==> src/rtl/coproc_pkg.sv <==
// coproc_pkg: shared constants, buffer-order encodings and the row loader
// state type for the coprocessor row-buffer path.
//   PIX_W / IMG_COLS : pixel width and row length (row-buffer width)
//   SEL_Bx_TOP       : one-hot reg_sel codes naming the buffer holding the top row
//   rowload_state_t  : row loader FSM states; the pad states exist only when
//                      ROWLOAD_ZERO_PAD_EN is defined
package coproc_pkg;

  localparam int PIX_W    = 12;
  localparam int IMG_COLS = 256;

  localparam logic [2:0] SEL_B0_TOP = 3'b100;
  localparam logic [2:0] SEL_B1_TOP = 3'b001;
  localparam logic [2:0] SEL_B2_TOP = 3'b010;

  typedef enum logic [2:0] {
    ST_IDLE     = 3'd0,
`ifdef ROWLOAD_ZERO_PAD_EN
    ST_PAD_TOP  = 3'd1,
`endif
    ST_FILL     = 3'd2,
    ST_WAIT_ACK = 3'd3,
`ifdef ROWLOAD_ZERO_PAD_EN
    ST_PAD_BOT  = 3'd4,
`endif
    ST_DONE     = 3'd5
  } rowload_state_t;

  // Next buffer in the b0 -> b1 -> b2 -> b0 rotation.
  function automatic logic [1:0] next_buf(input logic [1:0] b);
    case (b)
      2'd0:    return 2'd1;
      2'd1:    return 2'd2;
      default: return 2'd0;
    endcase
  endfunction

  // Write strobe for a buffer index (bit i = buffer i).
  function automatic logic [2:0] buf_onehot(input logic [1:0] b);
    case (b)
      2'd0:    return 3'b001;
      2'd1:    return 3'b010;
      default: return 3'b100;
    endcase
  endfunction

  // reg_sel code for a window whose top row sits in buffer b.
  function automatic logic [2:0] top_sel(input logic [1:0] b);
    case (b)
      2'd0:    return SEL_B0_TOP;
      2'd1:    return SEL_B1_TOP;
      default: return SEL_B2_TOP;
    endcase
  endfunction

endpackage

==> src/rtl/row_buf_loader.sv <==
// row_buf_loader: write-side controller for the three row buffers.
// Takes a raster pixel stream (pix_in/pix_valid/pix_ready), writes each row
// into the next buffer in rotation (wr_en/wr_col/wr_data), and hands each
// complete 3-row window to the reader (row_ready/reg_sel/row_idx, row_ack).
// start launches a frame, busy marks a frame in progress, frame_done pulses
// at frame end. clk/rst: clock and asynchronous active-high reset.
// Build option ROWLOAD_ZERO_PAD_EN adds all-zero border rows above and below
// the image so every image row becomes a window center.
module row_buf_loader #(
  parameter int PIX_W    = coproc_pkg::PIX_W,
  parameter int IMG_COLS = coproc_pkg::IMG_COLS,
  parameter int IMG_ROWS = 256
) (
  input  logic             clk,
  input  logic             rst,
  input  logic             start,
  input  logic [PIX_W-1:0] pix_in,
  input  logic             pix_valid,
  output logic             pix_ready,
  output logic [2:0]       wr_en,
  output logic [7:0]       wr_col,
  output logic [PIX_W-1:0] wr_data,
  output logic [2:0]       reg_sel,
  output logic             row_ready,
  output logic [7:0]       row_idx,
  input  logic             row_ack,
  output logic             busy,
  output logic             frame_done
);
  import coproc_pkg::*;

  localparam logic [7:0] COL_LAST  = 8'(IMG_COLS - 1);
  localparam logic [8:0] LAST_ROWS = 9'(IMG_ROWS);
`ifdef ROWLOAD_ZERO_PAD_EN
  // The top pad row already occupies b0, so two image rows complete a window.
  localparam logic [8:0] MIN_ROWS  = 9'd2;
`else
  localparam logic [8:0] MIN_ROWS  = 9'd3;
`endif

  rowload_state_t   state_r;
  logic [7:0]       col_r;
  logic [8:0]       rows_r;
  logic [8:0]       rows_new_s;
  logic [1:0]       wr_buf_r;
`ifdef ROWLOAD_ZERO_PAD_EN
  logic             bot_done_r;
`endif
  logic             pix_ready_r;
  logic [2:0]       wr_en_r;
  logic [7:0]       wr_col_r;
  logic [PIX_W-1:0] wr_data_r;
  logic [2:0]       reg_sel_r;
  logic             row_ready_r;
  logic [7:0]       row_idx_r;
  logic             busy_r;
  logic             frame_done_r;

  assign rows_new_s = rows_r + 9'd1;

  // Frame sequencer: state, counters and every registered output.
  always_ff @(posedge clk or posedge rst) begin
    if (rst) begin
      state_r      <= ST_IDLE;
      col_r        <= 8'd0;
      rows_r       <= 9'd0;
      wr_buf_r     <= 2'd0;
`ifdef ROWLOAD_ZERO_PAD_EN
      bot_done_r   <= 1'b0;
`endif
      pix_ready_r  <= 1'b0;
      wr_en_r      <= 3'b000;
      wr_col_r     <= 8'd0;
      wr_data_r    <= {PIX_W{1'b0}};
      reg_sel_r    <= 3'b000;
      row_ready_r  <= 1'b0;
      row_idx_r    <= 8'd0;
      busy_r       <= 1'b0;
      frame_done_r <= 1'b0;
    end else begin
      // Strobes and pulses fall back to idle unless a state re-asserts them.
      wr_en_r      <= 3'b000;
      row_ready_r  <= 1'b0;
      frame_done_r <= 1'b0;
      case (state_r)
        ST_IDLE: begin
          col_r    <= 8'd0;
          rows_r   <= 9'd0;
          wr_buf_r <= 2'd0;
`ifdef ROWLOAD_ZERO_PAD_EN
          bot_done_r <= 1'b0;
`endif
          if (start) begin
            busy_r <= 1'b1;
`ifdef ROWLOAD_ZERO_PAD_EN
            state_r     <= ST_PAD_TOP;
            pix_ready_r <= 1'b0;
`else
            state_r     <= ST_FILL;
            pix_ready_r <= 1'b1;
`endif
          end else begin
            busy_r      <= 1'b0;
            pix_ready_r <= 1'b0;
          end
        end
`ifdef ROWLOAD_ZERO_PAD_EN
        ST_PAD_TOP: begin
          wr_en_r   <= buf_onehot(2'd0);
          wr_col_r  <= col_r;
          wr_data_r <= {PIX_W{1'b0}};
          col_r     <= col_r + 8'd1;
          if (col_r == COL_LAST) begin
            wr_buf_r    <= 2'd1;
            state_r     <= ST_FILL;
            pix_ready_r <= 1'b1;
          end
        end
`endif
        ST_FILL: begin
          if (pix_valid && pix_ready_r) begin
            wr_en_r   <= buf_onehot(wr_buf_r);
            wr_col_r  <= col_r;
            wr_data_r <= pix_in;
            col_r     <= col_r + 8'd1;
            if (col_r == COL_LAST) begin
              wr_buf_r <= next_buf(wr_buf_r);
              rows_r   <= rows_new_s;
              if (rows_new_s >= MIN_ROWS) begin
                // Just-written buffer is the bottom row; the one after it
                // in rotation holds the top row.
                row_ready_r <= 1'b1;
                reg_sel_r   <= top_sel(next_buf(wr_buf_r));
                row_idx_r   <= 8'(rows_new_s - 9'd2);
                state_r     <= ST_WAIT_ACK;
                pix_ready_r <= 1'b0;
              end
            end
          end
        end
        ST_WAIT_ACK: begin
          if (row_ack) begin
            if (rows_r == LAST_ROWS) begin
`ifdef ROWLOAD_ZERO_PAD_EN
              if (bot_done_r) begin
                state_r      <= ST_DONE;
                frame_done_r <= 1'b1;
              end else begin
                state_r <= ST_PAD_BOT;
              end
`else
              state_r      <= ST_DONE;
              frame_done_r <= 1'b1;
`endif
            end else begin
              state_r     <= ST_FILL;
              pix_ready_r <= 1'b1;
            end
          end
        end
`ifdef ROWLOAD_ZERO_PAD_EN
        ST_PAD_BOT: begin
          wr_en_r   <= buf_onehot(wr_buf_r);
          wr_col_r  <= col_r;
          wr_data_r <= {PIX_W{1'b0}};
          col_r     <= col_r + 8'd1;
          if (col_r == COL_LAST) begin
            row_ready_r <= 1'b1;
            reg_sel_r   <= top_sel(next_buf(wr_buf_r));
            row_idx_r   <= 8'(IMG_ROWS - 1);
            bot_done_r  <= 1'b1;
            state_r     <= ST_WAIT_ACK;
          end
        end
`endif
        ST_DONE: begin
          state_r     <= ST_IDLE;
          busy_r      <= 1'b0;
          pix_ready_r <= 1'b0;
        end
        default: begin
          state_r     <= ST_IDLE;
          busy_r      <= 1'b0;
          pix_ready_r <= 1'b0;
        end
      endcase
    end
  end

  assign pix_ready  = pix_ready_r;
  assign wr_en      = wr_en_r;
  assign wr_col     = wr_col_r;
  assign wr_data    = wr_data_r;
  assign reg_sel    = reg_sel_r;
  assign row_ready  = row_ready_r;
  assign row_idx    = row_idx_r;
  assign busy       = busy_r;
  assign frame_done = frame_done_r;

endmodule

==> config.mk <==
export PLATFORM = sky130hd
export DESIGN_NAME = row_buf_loader
export DESIGN_NICKNAME = d
export VERILOG_FILES = /design/src/rtl/coproc_pkg.sv /design/src/rtl/row_buf_loader.sv
export SDC_FILE = /design/constraint.sdc
export NUM_CORES = 1
export LEC_CHECK = 0
export CAP_MARGIN = 20
export CORE_UTILIZATION = 45
export DETAILED_ROUTE_END_ITERATION = 10
export GPL_TIMING_DRIVEN = 0
export PLACE_DENSITY = 0.82
export SLEW_MARGIN = 30
export SYNTH_ARGS = -nofsm -noshare
export SYNTH_HDL_FRONTEND = slang
export SYNTH_SLANG_ARGS = --single-unit
==> constraint.sdc <==
create_clock -name clk -period 3.4 [get_ports clk]
set_clock_uncertainty 0.15 [all_clocks]
set_input_delay 0.85 -clock clk [delete_from_list [all_inputs] [get_ports clk]]
set_output_delay 0.85 -clock clk [all_outputs]
set_load 0.05 [all_outputs]
Word-level counts from Yosys, hierarchy flattened
Index checks and enable logic that the tools add are counted.
- output and inout port bits: 38
- logic and storage cells: 80
- bits in read-only memories: 0
- input bits: 17
- memories kept: 0
- bits in latches: 0
- memory bits (writable): 0
- register bits after elaboration: 60
- order comparisons: 1
- equality and inequality tests: 12
- multiplexer cells: 39
- bitwise logic cells: 0
- shift-type cells: 0
- $add $sub $neg: 3
- multipliers: 0
- div/mod/pow operators: 0
- reduce and logical (&&, ||, !) cells: 12
- operator list (operator ; count):
    $mux W3 ; 8
    $mux W9 ; 2
    $pmux W9 S2 ; 1
    $pmux W8 S2 ; 1
    $mux W1 ; 13
    $mux W2 ; 6
    $ne A2 B2 Y1 const B ; 6
    $pmux W3 S2 ; 2
    $reduce_and A5 Y1 ; 2
    $add A9 B1 Y9 const B ; 1
    $eq A9 B9 Y1 const B ; 1
    $ge A9 B2 Y1 const B ; 1
    $pmux W3 S3 ; 1
    $add A8 B1 Y8 const B ; 1
    $eq A8 B8 Y1 const B ; 1
    $mux W8 ; 1
    $pmux W2 S2 ; 2
    $sub A8 B2 Y8 const B ; 1
    $eq A3 B2 Y1 const B ; 2
    $eq A2 B1 Y1 const B ; 2
    $logic_not A2 Y1 ; 2
    $reduce_and A2 Y1 ; 2
    $reduce_and A4 Y1 ; 1
    $logic_not A3 Y1 ; 1
    other kinds (6) ; 6

Depth between registers and ports, before layout
Gate-level depths: netlist (run 1).
- word-level depth: 8
- depth in mapped cells: 8
- mapped depth without buffers: 8

Least setup slack after synthesis (run 1)
No wires, ideal clock.
- path kind: reg2reg
- start point: register rows_r[0]
- end point: register reg_sel_r[0] (netlist: reg_sel[0])
- period minus slack after synthesis: 2.476 ns
- cell stages (with the launch flop): 9
- path slack: 0.924 ns
- setup time: 0.125 ns
- path buffers: 1
- required time: 3.125 ns
- arrival: 2.201 ns
- path through: dfrtp_1 ha_1 buf_6 xnor2_1 ha_1 a21oi_1 o21ai_2 o31ai_4 mux2_2
- cells in the longest elaborated chain, start to end: 3
- RTL lines (item ; line ; text):
    from (decl) ; row_buf_loader.sv:43 ; logic [8:0] rows_r;
    from (signal assigned) ; row_buf_loader.sv:128 ; rows_r <= rows_new_s;
    $add A9 B1 Y9 ; row_buf_loader.sv:59 ; assign rows_new_s = rows_r + 9'd1;
    $ge A9 B2 Y1 ; row_buf_loader.sv:129 ; if (rows_new_s >= MIN_ROWS) begin
    $reduce_and A4 Y1 (no source line) ; - ;
    to (signal assigned) ; row_buf_loader.sv:133 ; reg_sel_r <= top_sel(next_buf(wr_buf_r));
    to (decl) ; row_buf_loader.sv:53 ; logic [2:0] reg_sel_r;
Every way passes these cells.
A chain may end at the register's enable or synchronous reset.

Worst setup path after layout (run 1)
- start point: register rows_r[0]
- end point: register row_idx_r[4] (netlist: row_idx[4])
- cells in the longest elaborated chain, start to end: 3
- elaborated cells on any way between the ends: 4
- those cells by class: add/sub: 2; order compare: 1; reduce/logical: 1
- RTL lines (item ; line ; text):
    $add A9 B1 Y9 * ; row_buf_loader.sv:59 ;
    $ge A9 B2 Y1 ; row_buf_loader.sv:129 ;
    $reduce_and A4 Y1 (no source line) ; - ;
    to (signal assigned) ; row_buf_loader.sv:134 ; row_idx_r <= 8'(rows_new_s - 9'd2);
    to (decl) ; row_buf_loader.sv:55 ; logic [7:0] row_idx_r;
Mark *: on every way between the ends. The rest lies on a longest branch, timed or not.

==> results of run 1 <==
-- kinds of logic after synthesis --
logic type / count (synthesis) / synth area share
flip-flops: 60 / 0.523
AND/OR/NAND/NOR: 143 / 0.233
adder cells (fa/ha/maj): 6 / 0.0261
AO/OA/AOI/OAI: 45 / 0.105
XOR/XNOR: 13 / 0.0422
buffers and inverters: 21 / 0.0318
multiplexers: 10 / 0.0388
-- per-stage QoR --
stage               setup WS (ps)  utilization  total power, mW  instance area (um2)  hold WS, ps
floorplan                     915            -             1.12                 2870          320
global placement             -131        0.582             1.26                 3510          309
detailed placement            299        0.586             1.27                 3530          312
CTS                           537        0.618             1.90                 3720          331
global route                  394        0.618             1.98                 3730          352
finish                        541        0.618             1.89                 3730          324
-- flip-flops by register name (all words and copies together) (netlist names) --
name	cells
pix_ready	1
wr_buf_r	2
wr_col	8
busy	1
state_r	3
rows_r	9
col_r	8
row_ready	1
wr_data	12
frame_done	1
wr_en	3
row_idx	8
reg_sel	3
-- per-layer routing --
layer / GRT usage / part of all wire / up-vias / wire [um]
met5: 0 / 0 / - / 0
met4: 0.109 / 0.013 / 0 / 80
met3: 0.0278 / 0.037 / 8 / 230
met2: 0.321 / 0.49 / 55 / 3090
met1: 0.273 / 0.46 / 1151 / 2870
li1: - / - / 1144 / -
-- report_power, final --
group / switching, mW / total [mW] / internal, mW / leakage [nW]
logic: 0.269 / 0.409 / 0.140 / 0.834
registers: 0.0635 / 0.850 / 0.786 / 0.789
clock network: 0.289 / 0.627 / 0.338 / 0.0927
total: 0.621 / 1.89 / 1.26 / 1.72
-- path summary, 6_finish.rpt --
path                              endpoint  slack (ps)  depth (start not counted)
worst max-delay path            row_idx[4]         540                          8
worst min-delay path            wr_data[2]         320                          2
worst max register to register  row_idx[4]         540                          8
worst min register to register  wr_data[2]         320                          2
max in group asynchronous       row_idx[2]        1930                          3
min in group asynchronous        wr_col[4]         670                          2
-- final cells by class --
class	instances	area (um2)	area share
flip-flops and latches	60	1500	0.403
multi-input cells	217	1280	0.345
repair buffers	55	561	0.150
clock buffers	10	128	0.0343
well taps	75	93.8	0.0252
clock inverters	6	63.8	0.0171
plain buffers	11	53.8	0.0144
inverters	10	40.0	0.0107
-- placed cells by master, fill, tap and decap left out, types with 2 or more instances in the layout --
cell type         n
nand2_1          78
dfrtp_1          60
clkdlybuf4s50_1  54
nor2_1           21
o21ai_0          18
clkbuf_1          9
inv_1             9
mux2_2            9
clkbuf_8          9
a21oi_1           7
nand3_1           6
nor3_1            6
xnor2_1           6
xor2_1            6
or3_1             6
ha_1              6
nand4_1           4
nor4_1            4
and2_1            3
or2_2             2
nand2b_1          2
nand4_2           2
o21ai_1           2
o41ai_1           2
a31oi_1           2
o22a_1            2
clkinvlp_4        2
clkinv_2          2
-- worst max-delay path, delay by kind of cell (launching register included) --
family	cells	cell delay [ps]
compound gates	1	560
flops	1	460
xor+xnor	1	460
mux	1	410
simple gates	3	320
fa+ha+maj	1	240
buf+inv	1	140
==> results.yml, run 1 <==
run_status:
  status: "finished, final reports clean"
setup_path:
  critical_path.startpoint: "rows_r[0]"
  reg2reg_from: "rows_r[0]"
  cp.arrival_ps: 2930
  cp-start-kind: "register"
  cp.required_ps: 3470
  path_max_fanout: 10
  crit_path_end_kind: "register"
  cp_slowest_cell: "o31ai_4"
  critical-path-max-stage-delay_ps: 560
  cp_cell_sequence: "ha_1 -> buf_6 -> nand3_2 -> nor2_1 -> xnor2_1 -> nand2_4 -> o31ai_4 -> mux2_2"
  criticalPathCategory: "register to register"
route:
  drt_iter0_drc: 151
  post-route-drc-count: 0
  via_count: 2358
  viasPerCell: 5.31
  wl_per_cell_um: 14.1
  routed_wl_um: 6270
  ant_nets: 0
  drt_first_pass_iters: 4
placement:
  place_inst: 428
  gp_congestion: 0.863
  hpwl_um: 4370
  numPortBuffers: 54
yosys:
  ys_warn_count: 0
  async_flop_share: 1.00
  ys_dominant_reg_cell: "dfrtp_1"
  synth_area_leaders: "dfrtp_1 (52%), nand2_1 (10%), mux2_2 (3.5%)"
  syn-num-nets: 321
  synth_area_per_cell_um2: 9.64
  synthTopCellsByCount: "nand2_1 (78), dfrtp_1 (60), nor2_1 (21)"
  yosysSeqAreaShare: 0.523
  netlist_instances: 298
  synth.most_common_cell: "nand2_1"
  synth_top_cell_by_area: "dfrtp_1"
  yosysUniqueCellTypes: 49
  ys_ff_latch: 60
  synth-edff-count: 0
  synth_area_um2: 2870
  yosys.area.top_type_share: 0.523
grt:
  grt_start_max_net_pins: 41
  antenna_found_initial: 0
  overflow: 0
  grt_pass1_vias: 2202
  grt_pass1_wl_um: 10200
  grt.total_usage: 0.204
floorplan:
  initial_core_util: 0.477
  die_w_um: 81.9
  fp.dieH_um: 81.9
  coreArea_um2: 6030
  rows: 28
  io_pins: 55
  fp.dieArea_um2: 6710
timing:
  setup_viol: 0
  max_freq_ghz: 0.350
  fin_crit_sh: 0.841
  finalSetupTns_ps: 0
  tightestPinTransition_ps: 639
  rsz0062_at_grt: "no"
  hold_violations: 0
  slew_viol_final: 0
  relSlewSlack: 0.574
  period_needed_ps: 2860
cts:
  clockBufferDepth: 2
  clock-sinks: 60
  clock-root-buffer: "clkbuf_8"
  clk_pin_slew_ps: 70
  cts-hold-fix-buffers: 0
  cts-resized-gates: 0
  numCtsBuffers: 9
  postCtsSetupBuffers: 0
  htree_levels: 3
  worstSkewPairLatency_ps: 340
  cts_tree: "built"
power_and_ir_drop:
  power_leakage_nw: 1.72
  power_density_nw_per_um2: 506
  peakVddDrop_mv: 0.336
cells_and_area:
  area_growth_pct: 29.7
  n_antenna_cell: 0
  final_nets: 387
  final_cells: 444
  nFillCells: 505
  drive_gt1_frac: 0.114
worst_hold_path:
  min-delay-start: "wr_data[2]"
  hp-class: "register to register"
run:
  cap_violations: 0
Power figures use the tool's default switching activity.
==> run 2, diff against run 1 <==
Settings changed: PLACE_DENSITY 0.82 to 0.84.
Clock period 3.4 ns to 2.33 ns, I/O delays scaled along.
==> run 2 against run 1 <==
Compared with the run above: the flow now finishes with violations (setup timing); sequential power increased by 46%; global-route usage is 1.5 points higher; first-iteration DRC count is 6.0% higher; highest routed layer unchanged.
==> results.yml, run 2 (synthesis results as in run 1) <==
run_status:
  status: "finished, violations left"
  violations: "setup timing"
cts:
  cts-hold-fix-buffers: 0
  clockBufferDepth: 2
  clock-root-buffer: "clkbuf_8"
  htree_levels: 3
  clk_pin_slew_ps: 70
  worstSkewPairLatency_ps: 340
  cts_tree: "built"
  numCtsBuffers: 9
  clock-sinks: 60
worst_hold_path:
  min-delay-start: "wr_data[1]"
  hp-class: "register to register"
setup_path:
  cp.required_ps: 2410
  path_max_fanout: 8
  cp.arrival_ps: 2460
  cp_slowest_cell: "dfrtp_2"
  r2r-end: "reg_sel[2]"
  cp_cell_sequence: "ha_4 -> buf_12 -> xnor2_4 -> ha_2 -> a21oi_2 -> o21ai_2 -> o31ai_4 -> buf_12 -> mux2_4"
  critical-path-max-stage-delay_ps: 440
  crit_path_end_kind: "register"
  cp_common_cell: "buf_12"
  cp-start-kind: "register"
  critPathTopFamily: "compound AO/OA/AOI/OAI gates"
  crit_buf_inv: 2
  reg2reg_from: "rows_r[1]"
  path_depth: 9
  critical_path.startpoint: "rows_r[1]"
  criticalPathCategory: "register to register"
  reg2regPathDepth: 9
  critPathCapture: "reg_sel[2]"
  rrSetupSlack_ps: -60
route:
  via_count: 2476
  wl_met3_um: 302
  met2_length_um: 3660
  drt_first_pass_iters: 4
  wl_per_cell_um: 15.5
  wl_met1_um: 3010
  routed_wl_um: 7110
  post-route-drc-count: 0
  drt_iter0_drc: 160
  ant_nets: 0
  viasPerCell: 5.41
  top_layer_used: "met4"
cells_and_area:
  final_cells: 458
  layout_commonest_cell: "nand2_1"
  area_growth_pct: 41.1
  final_nets: 401
  drive_gt1_frac: 0.193
  nFillCells: 437
  n_antenna_cell: 0
  largest_reg_flops: 12
  layout_common_cells: "nand2_1 (78), dfrtp_1 (58), clkdlybuf4s50_1 (53), nor2_1 (20), o21ai_0 (18)"
grt:
  overflow: 0
  grt_pass1_vias: 2298
  grt.total_usage: 0.219
  grt_start_max_net_pins: 36
  grt_pass1_wl_um: 10900
  antenna_found_initial: 0
timing:
  tightestPinTransition_ps: 530
  finalSetupTns_ps: -462
  fin_crit_sh: 1.02
  max_freq_ghz: 0.419
  setup_viol: 11
  hold_violations: 0
  slew_viol_final: 0
  layout_setup_ws_ps: -57.4
  relSlewSlack: 0.645
  fin_hold_ws_ps: 326
  period_needed_ps: 2390
  rsz0062_at_grt: "yes"
run:
  cap_violations: 0
power_and_ir_drop:
  p_clk_frac: 0.381
  power_frac_seq: 0.415
  swShare: 0.307
  intPower_mw: 2.06
  p_sw_mw: 0.915
  power_leakage_nw: 1.88
  peakVddDrop_mv: 0.473
  finalPower_mw: 2.98
  power_density_nw_per_um2: 735
  power_frac_comb: 0.204
floorplan:
  fp.dieArea_um2: 6710
  coreArea_um2: 6030
  initial_core_util: 0.477
  io_pins: 55
  die_w_um: 81.9
  rows: 28
  fp.dieH_um: 81.9
placement:
  hpwl_um: 4700
  numPortBuffers: 54
  place_inst: 428
  gp_congestion: 0.795
## run 2: power groups by stage
stage | sequential (mW) | clock (mW) | combinational, mW
2_1_floorplan | 1.48 | 0 | 0.144
3_3_place_gp | 1.25 | 0 | 0.587
3_5_place_dp | 1.26 | 0 | 0.611
4_1_cts | 1.24 | 1.14 | 0.612
5_1_grt | 1.25 | 1.20 | 0.653
6_report | 1.24 | 1.14 | 0.607
## run 2: layout make-up
type | count | area (um2) | share of cell area
buffer | 8 | 38.8 | 0.00957
multi-input combinational | 217 | 1420 | 0.350
timing repair buffer | 72 | 719 | 0.178
tap | 75 | 93.8 | 0.0232
sequential | 60 | 1500 | 0.371
clock inverter | 6 | 111 | 0.0275
clock buffer | 10 | 128 | 0.0315
inverter | 10 | 40.0 | 0.00988
## run 2: how the worst min path moves through the flow
stage	cells after the start	slack (ps)	to
6_report	2	330	wr_data[1]
3_5_place_dp	2	310	wr_data[1]
2_1_floorplan	2	320	wr_col[6]
4_1_cts	2	330	wr_data[1]
3_3_place_gp	2	310	wr_data[1]
5_1_grt	2	360	wr_col[4]
## run 2: stage by stage
stage | instance area (um2) | utilization | worst slack, ps
2_1_floorplan | 2890 | - | -112
4_1_cts | 3910 | 0.649 | 1.55
3_3_place_gp | 3520 | 0.584 | -905
6_report | 4050 | 0.673 | -57.4
3_5_place_dp | 3540 | 0.588 | -524
5_1_grt | 4050 | 0.673 | -110
## run 2: worst register-to-register path, cell delays in order (launching register included)
cell	delay (ps)
dfrtp_2	440
ha_4	210
buf_12	140
xnor2_4	130
ha_2	190
a21oi_2	170
o21ai_2	110
o31ai_4	260
buf_12	180
mux2_4	310
## run 2: routing by layer
layer | global-route usage | vias to the layer above
met1 | 0.276 | 1222
met2 | 0.357 | 63
met4 | 0.0860 | 0
met5 | 0 | -
li1 | - | 1180
met3 | 0.0589 | 11
## run 2: timing repair
item | CTS | global route
pin swaps | 5 | 10
gates resized for setup | 15 | 16
endpoints found under the setup margin | 22 | 21
hold endpoints to repair | 0 | 0
buffers inserted | 9 | 8
